`src/rtl/mem_stage.sv`:
```
// ---------------------------------------------------------------------------
// mem_stage -- memory-access stage of the 5-stage RV32 pipeline.
//
// Takes the EX/MEM pipeline-register fields and issues loads and stores to
// the data-memory port through a req/ack handshake. While an access is
// outstanding, mem_stall holds the EX/MEM register and everything upstream.
// Load data is aligned and sign- or zero-extended. The write-back result is
// registered into the MEM/WB pipeline register.
//
// Parameters
//   TIMEOUT      maximum number of WAIT cycles before the access is
//                abandoned (1..255)
//
// Ports
//   clk, rst     clock (rising edge); synchronous active-high reset
//   datatype     funct3 access size: 0=B 1=H 2=W 4=BU 5=HU, others = W
//   alu_out      effective address, or the ALU result
//   dm_data      store data (rs2)
//   pc2reg       PC+4 for JAL/JALR
//   rd_addr      destination register
//   reg_wr       register write enable from decode
//   rd_src       1 selects pc2reg as the result
//   dm2reg       1 selects load data as the result
//   dm_rd/dm_wr  load / store request (dm_rd wins if both are set)
//   dm_req       memory request
//   dm_addr      word-aligned address
//   dm_we        byte write enables (zero for reads)
//   dm_wdata     lane-replicated store data
//   dm_ack       access complete; dm_rdata is valid in the same cycle
//   dm_rdata     read word
//   mem_stall    hold the EX/MEM register and everything upstream
//   wb_reg_wr    MEM/WB register write enable
//   wb_rd_addr   MEM/WB destination register
//   wb_data      MEM/WB write-back value
//   mem_misalign one-cycle pulse after a misaligned access
//   mem_bus_err  one-cycle pulse after an access timeout
// ---------------------------------------------------------------------------
module mem_stage #(
  parameter int unsigned TIMEOUT = 255
) (
  input  logic        clk,
  input  logic        rst,
  input  logic [2:0]  datatype,
  input  logic [31:0] alu_out,
  input  logic [31:0] dm_data,
  input  logic [31:0] pc2reg,
  input  logic [4:0]  rd_addr,
  input  logic        reg_wr,
  input  logic        rd_src,
  input  logic        dm2reg,
  input  logic        dm_rd,
  input  logic        dm_wr,
  output logic        dm_req,
  output logic [31:0] dm_addr,
  output logic [3:0]  dm_we,
  output logic [31:0] dm_wdata,
  input  logic        dm_ack,
  input  logic [31:0] dm_rdata,
  output logic        mem_stall,
  output logic        wb_reg_wr,
  output logic [4:0]  wb_rd_addr,
  output logic [31:0] wb_data,
  output logic        mem_misalign,
  output logic        mem_bus_err
);

  localparam logic [7:0] TIMEOUT_CNT = TIMEOUT[7:0];

  typedef enum logic [0:0] {
    ST_IDLE = 1'b0,
    ST_WAIT = 1'b1
  } state_t;

  typedef enum logic [1:0] {
    SZ_B = 2'd0,
    SZ_H = 2'd1,
    SZ_W = 2'd2
  } size_t;

  state_t      state, state_n;
  logic [7:0]  wait_cnt, wait_cnt_n;

  size_t       size;
  logic        load_unsigned;
  logic        access;
  logic        is_store;
  logic        misaligned;
  logic        aligned_access;
  logic [3:0]  store_we;

  logic [7:0]  lane_byte;
  logic [15:0] lane_half;
  logic [31:0] load_ext;
  logic [31:0] result;

  logic        complete;
  logic        timeout;

  // -------------------------------------------------------------------------
  // Access decode
  // -------------------------------------------------------------------------
  // NOTE: every signal assigned in an always_comb gets a default before any
  // branch; a path that leaves one unassigned would infer a latch.
  always_comb begin
    size = SZ_W;
    unique case (datatype)
      3'd0, 3'd4: size = SZ_B;
      3'd1, 3'd5: size = SZ_H;
      default:    size = SZ_W;
    endcase
  end

  // Only meaningful for B/H; for W the word passes through unchanged.
  assign load_unsigned = datatype[2];

  assign access   = dm_rd | dm_wr;
  // A load wins when both request bits are set.
  assign is_store = dm_wr & ~dm_rd;

  // Only memory accesses can be misaligned; an ALU result with low address
  // bits set is just a value.
  assign misaligned = access &
                      (((size == SZ_H) & alu_out[0]) |
                       ((size == SZ_W) & (alu_out[1:0] != 2'b00)));

  assign aligned_access = access & ~misaligned;

  assign dm_addr = {alu_out[31:2], 2'b00};

  // -------------------------------------------------------------------------
  // Store lane placement
  // -------------------------------------------------------------------------
  always_comb begin
    store_we = 4'b1111;
    dm_wdata = dm_data;
    unique case (size)
      SZ_B: begin
        store_we = 4'b0001 << alu_out[1:0];
        dm_wdata = {4{dm_data[7:0]}};
      end
      SZ_H: begin
        store_we = alu_out[1] ? 4'b1100 : 4'b0011;
        dm_wdata = {2{dm_data[15:0]}};
      end
      default: begin
        store_we = 4'b1111;
        dm_wdata = dm_data;
      end
    endcase
  end

  // Byte enables are only driven while a store request is actually on the
  // bus, so misaligned stores and idle cycles never present a write.
  assign dm_we = (dm_req & is_store) ? store_we : 4'b0000;

  // -------------------------------------------------------------------------
  // Load extraction and result select
  // -------------------------------------------------------------------------
  assign lane_byte = dm_rdata[{alu_out[1:0], 3'b000} +: 8];
  assign lane_half = alu_out[1] ? dm_rdata[31:16] : dm_rdata[15:0];

  always_comb begin
    load_ext = dm_rdata;
    unique case (size)
      SZ_B:    load_ext = load_unsigned ? {24'h0, lane_byte}
                                        : {{24{lane_byte[7]}}, lane_byte};
      SZ_H:    load_ext = load_unsigned ? {16'h0, lane_half}
                                        : {{16{lane_half[15]}}, lane_half};
      default: load_ext = dm_rdata;
    endcase
  end

  assign result = dm2reg ? load_ext : (rd_src ? pc2reg : alu_out);

  // -------------------------------------------------------------------------
  // Handshake FSM: next state and outputs
  // -------------------------------------------------------------------------
  // complete: MEM/WB captures the result this cycle.
  // timeout : the outstanding access is abandoned this cycle.
  // Any cycle with neither loads a bubble into MEM/WB.
  always_comb begin
    state_n    = state;
    wait_cnt_n = wait_cnt;
    dm_req     = 1'b0;
    mem_stall  = 1'b0;
    complete   = 1'b0;
    timeout    = 1'b0;

    unique case (state)
      ST_IDLE: begin
        if (aligned_access) begin
          dm_req = 1'b1;
          if (dm_ack) begin
            complete = 1'b1;
          end else begin
            mem_stall  = 1'b1;
            wait_cnt_n = 8'd1;
            state_n    = ST_WAIT;
          end
        end else begin
          // Non-memory instructions complete at once; a stray dm_ack has no
          // effect. A misaligned access never completes, so its write-back
          // is suppressed.
          complete = ~misaligned;
        end
      end

      ST_WAIT: begin
        // The EX/MEM fields are frozen by the stall, so address, enables and
        // write data stay stable without extra holding registers.
        dm_req = 1'b1;
        if (dm_ack) begin
          complete   = 1'b1;
          wait_cnt_n = 8'd0;
          state_n    = ST_IDLE;
        end else if (wait_cnt == TIMEOUT_CNT) begin
          timeout    = 1'b1;
          wait_cnt_n = 8'd0;
          state_n    = ST_IDLE;
        end else begin
          mem_stall  = 1'b1;
          wait_cnt_n = wait_cnt + 8'd1;
        end
      end

      default: begin
        state_n    = ST_IDLE;
        wait_cnt_n = 8'd0;
      end
    endcase

    // Hold the bus and the pipeline quiet for the whole reset cycle.
    if (rst) begin
      dm_req    = 1'b0;
      mem_stall = 1'b0;
      complete  = 1'b0;
      timeout   = 1'b0;
    end
  end

  // -------------------------------------------------------------------------
  // State, counter and MEM/WB register
  // -------------------------------------------------------------------------
  // NOTE: clocked state uses non-blocking assignments only, so every register
  // samples values from before the edge regardless of statement order.
  always_ff @(posedge clk) begin
    if (rst) begin
      state        <= ST_IDLE;
      wait_cnt     <= 8'd0;
      wb_reg_wr    <= 1'b0;
      wb_rd_addr   <= 5'd0;
      wb_data      <= 32'h0;
      mem_misalign <= 1'b0;
      mem_bus_err  <= 1'b0;
    end else begin
      state        <= state_n;
      wait_cnt     <= wait_cnt_n;
      mem_misalign <= (state == ST_IDLE) & misaligned;
      mem_bus_err  <= timeout;
      if (complete) begin
        // x0 is hard-wired zero: never request a write to it.
        wb_reg_wr  <= reg_wr & (rd_addr != 5'd0);
        wb_rd_addr <= rd_addr;
        wb_data    <= result;
      end else begin
        wb_reg_wr  <= 1'b0;
        wb_rd_addr <= 5'd0;
        wb_data    <= 32'h0;
      end
    end
  end

endmodule

```
`config.mk`:
```
export PLATFORM = sky130hd
export DESIGN_NAME = mem_stage
export DESIGN_NICKNAME = d
export VERILOG_FILES = /design/src/rtl/mem_stage.sv
export SDC_FILE = /design/constraint.sdc
export NUM_CORES = 1
export LEC_CHECK = 0
export ABC_AREA = 1
export ABC_CLOCK_PERIOD_IN_PS = 1700
export BUFFER_PORTS_ARGS = -buffer_cell sky130_fd_sc_hd__buf_2
export CAP_MARGIN = 20
export CORE_ASPECT_RATIO = 0.9
export CORE_MARGIN = 10
export CORE_UTILIZATION = 42
export DETAILED_ROUTE_END_ITERATION = 8
export GPL_ROUTABILITY_DRIVEN = 0
export HOLD_SLACK_MARGIN = 0.1
export PLACE_DENSITY = 0.9
export SLEW_MARGIN = 40
export SYNTH_ARGS = -nofsm -noshare
export SYNTH_HDL_FRONTEND = slang
export SYNTH_SLANG_ARGS = --single-unit
```
`constraint.sdc`:
```
create_clock -name clk -period 1.7 [get_ports clk]
set_clock_uncertainty 0.1 [all_clocks]
set_input_delay 0.34 -clock clk [delete_from_list [all_inputs] [get_ports clk]]
set_output_delay 0.34 -clock clk [all_outputs]
set_load 0.005 [all_outputs]
```
==> summary.md <==
| Metric | Value |
|---|---|
| Proportion of synthesized chip area in sequential cells | between 20% and 30% |
| Final hold violation count | 0 |
| Slew of the pin with the lowest slew margin | approximately 0.54 ns |
| Number of top-level design ports | between 200 and 300 |
| ANT nets after route | 0 |
| Final nets | approximately 1,000 |
| Worst EP arrival | 1.39 ns |
| End point of the critical path | dm_we[0] |
| Required @ worst endpoint | ~1.3 ns |
| Synth-to-layout area growth | 43.8% |
| Mean instance size in the synthesized netlist | 5.88 µm² |
| Commonest non-fill, non-tap cell in the layout | sky130_fd_sc_hd__buf_2 |
| Startpoint of the most critical setup path | datatype[1] |
| Max-slew headroom | between 60% and 70% |
| R2R cell count | 9 |
| Wire length of the first global-routing pass | around 24,000 µm |
| Proportion of power drawn by the clock network | a little under a quarter |
| Worst setup slack after layout | -0.128 ns |
| RSZ-0062 raised after global routing | yes |
| Part of the total power dissipated in sequential elements | a little over two fifths |
| Drt pass-1 iters | 5 |
| Total Wirelength | between 15,000 and 20,000 µm |
| MaxCap Viol Count | 0 |
| Placeable core region | slightly above 8000 µm² |
| Clock buffer count from CTS | 5 |
| Cell mode on critical path | sky130_fd_sc_hd__nand2_2 |
| Fin cells | between 900 and 1,000 |
| Placed cell count | roughly 920 |
| Root Buffer Master | sky130_fd_sc_hd__clkbuf_8 |
| R2r endpoint | wait_cnt[0] |
| Switching power as a share of total power | between 30% and 40% |
| Routed wirelength normalized by instance count | 16.5 µm |
| Violations in the final reports | setup timing |
| Crit path time final | roughly 1.8 ns |
| Flip-flop and latch count after synthesis | 49 |
| Setup slack of the worst register-to-register path | about 0.17 ns |
| Pwr Density | a little under 600 nW/µm² |
| CP max-delay cell | sky130_fd_sc_hd__nand3b_1 |
| Proportion of layout cells with a drive suffix above 1 | about two fifths |
| CTS tree | built |
| Number of global-route vias before repair | about 4,700 |
| Cell breakdown of the critical path | buf_8 -> nand2_2 -> nand2_2 -> nand2_2 -> nand2_2 -> a21oi_2 -> nand3b_1 -> nor2_1 -> buf_2 |
| Highest ir drop seen on vdd | 329 µV |
| Proportion of power drawn by combinational gates | about a third |
| Worst setup slack after placement | -0.105 ns |
| Post-synthesis instance area | roughly 3500 µm² |
| Overall power after layout | approximately 3.0 mW |
| Highest-count cells in the layout ignoring fill and taps | sky130_fd_sc_hd__buf_2, sky130_fd_sc_hd__nand2_1, sky130_fd_sc_hd__a21oi_1, sky130_fd_sc_hd__inv_1, sky130_fd_sc_hd__buf_4 |
| Maximum number of pins on one net before global-route repair | 33 |
| Crit Reg-Reg Startpoint | wait_cnt[0] |
| Number of buffer cells added on primary ports | 251 |
| Hold Crit Class | in2reg |
| Clock Latency Late Sink | approximately 0.3 ns |
| Final setup violation count | 5 |
| Result of the run | finished, violations left |
| Post-synth cell types | 29 |
| Power dissipated by switching net loads | between 0.9 and 1 mW |
| YS warnings | 0 |
| DRC violation count after routing | 0 |
| Total die area | 12,500 µm² |
| Number of cells produced by synthesis | between 500 and 600 |
| Int Pwr | 2.00 mW |
| Die Span Y | between 100 and 150 µm |
| DRC marker count from the first detailed-route iteration | 437 |
| Antenna fix cells | 0 |
| Crit-path max FO | 5 |
| Highest attainable clock frequency | around 0.55 GHz |
| Number of pins with negative max-slew slack in the final report | 0 |
| Fill cell count | just under 800 |
| Count of standard-cell rows | 31 |
| Detailed-route vias per instance | between 5 and 6 |
| Placed wire-length estimate after detailed placement | around 13,000 µm |
| CTS clock-pin slew for the worst setup and hold paths | roughly 0.09 ns |
| Number of clock sinks seen by CTS | 49 |
| Worst Setup Path Type | in2out |
| Kind of launch point of the worst setup path | input port |
| CP peak stage delay | ~0.20 ns |
| Leakage component of the power | just under 3 nW |
| Initial core utilization | about 43% |
| Die boundary width | 117 µm |
| Category of the worst setup path capture point | output port |
| Post-cts hold buffer count | 0 |
| Antenna violations before repair | 1 |
| H-tree Lvls | 2 |
| Final period util | 108% |
| Via count | approximately 4,800 |
| Aggregate global-route resource usage | 23.4% |
| Maximum root-to-sink buffer count | 2 |
| GRT Residual Overflow | 0 |
-- synthesized netlist by cell type (all sizes together) --
cell / count / area (µm²)
nor3: 1 / 5.00
buf: 46 / 337
and2: 1 / 6.26
dfxtp: 49 / 981
nand3b: 1 / 7.51
conb: 1 / 3.75
nor4: 1 / 6.26
nor2: 32 / 130
a21oi: 83 / 415
o21ai: 29 / 145
nand4: 6 / 37.5
o31ai: 1 / 7.51
nand2: 204 / 768
or2: 4 / 25.0
ha: 1 / 12.5
o211ai: 8 / 60.1
clkbuf: 23 / 86.3
nand3: 41 / 235
inv: 67 / 252
-- worst min path at each step --
| stage | from | endpoint | slack, ns | cells past startpoint |
|---|---|---|---|---|
| 2_1_floorplan | dm_ack | mem_bus_err | 0.32 | 1 |
| 3_3_place_gp | wait_cnt[7] | wait_cnt[7] | 0.35 | 2 |
| 3_5_place_dp | wait_cnt[7] | wait_cnt[7] | 0.35 | 2 |
| 4_1_cts | dm_ack | mem_bus_err | 0.13 | 2 |
| 5_1_grt | dm_ack | mem_bus_err | 0.14 | 2 |
| 6_report | dm_ack | mem_bus_err | 0.16 | 2 |
-- cell type report --
type | count | area, µm² | area share [%]
clock buffers | 6 | 82.6 | 1.63
flip-flops and latches | 49 | 987 | 19.5
clock inverters | 1 | 7.51 | 0.148
repair buffers | 298 | 1660 | 32.8
well taps | 99 | 124 | 2.45
multi-input cells | 415 | 1940 | 38.3
inverters | 67 | 260 | 5.14
-- metrics by stage --
step / setup TNS, ns / area [µm²] / hold slack, ns / utilization [%]
4_1_cts: -0.0992 / 5040 / 0.126 / 62.2
5_1_grt: -0.941 / 5060 / 0.143 / 62.5
3_3_place_gp: -0.175 / 4780 / 0.346 / 59.0
6_report: -0.538 / 5060 / 0.160 / 62.5
3_5_place_dp: -1.24 / 4780 / 0.350 / 59.0
2_1_floorplan: 0 / 3520 / 0.317 / -
-- kinds of logic after synthesis --
kind of cell	Yosys count	share of synthesized area (%)
other	1	0.107
adder cells (fa/ha/maj)	1	0.355
AND/OR/NAND/NOR	291	34.7
AO/OA/AOI/OAI	121	17.8
flip-flops	49	27.9
buffers and inverters	136	19.2
-- flip-flops by register name, summed over array words and instances (netlist names) --
register / count
wb_data: 32
wait_cnt: 8
wb_rd_addr: 5
mem_bus_err: 1
mem_misalign: 1
state: 1
wb_reg_wr: 1
-- critical path: cells and delay by family --
kind,cells,cell delay (ns)
buf+inv,2,0.24
simple gates,6,0.62
compound gates,1,0.18
-- per-layer routing --
layer	global-route usage (%)	share of wire (%)	vias to the layer above	wire length (µm)
li1	-	-	2330	-
met4	4.73	1.6	0	242
met2	43.8	50	284	7800
met3	8.97	12	27	1890
met5	0	0	-	0
met1	23.9	36	2138	5540
-- power groups by stage --
stage	sequential [mW]	clock, mW	combinational [mW]
2_1_floorplan	1.27	0	0.497
3_3_place_gp	1.26	0	0.973
3_5_place_dp	1.26	0	0.985
4_1_cts	1.24	0.721	1.02
5_1_grt	1.24	0.770	1.15
6_report	1.24	0.706	1.02
-- what timing repair did --
item,in CTS,in global routing
pin swaps,11,4
endpoints found under the hold margin,0,0
setup endpoints to repair,8,7
resized for setup,28,7
setup buffers,10,0
(Power assumes the default switching activity.)
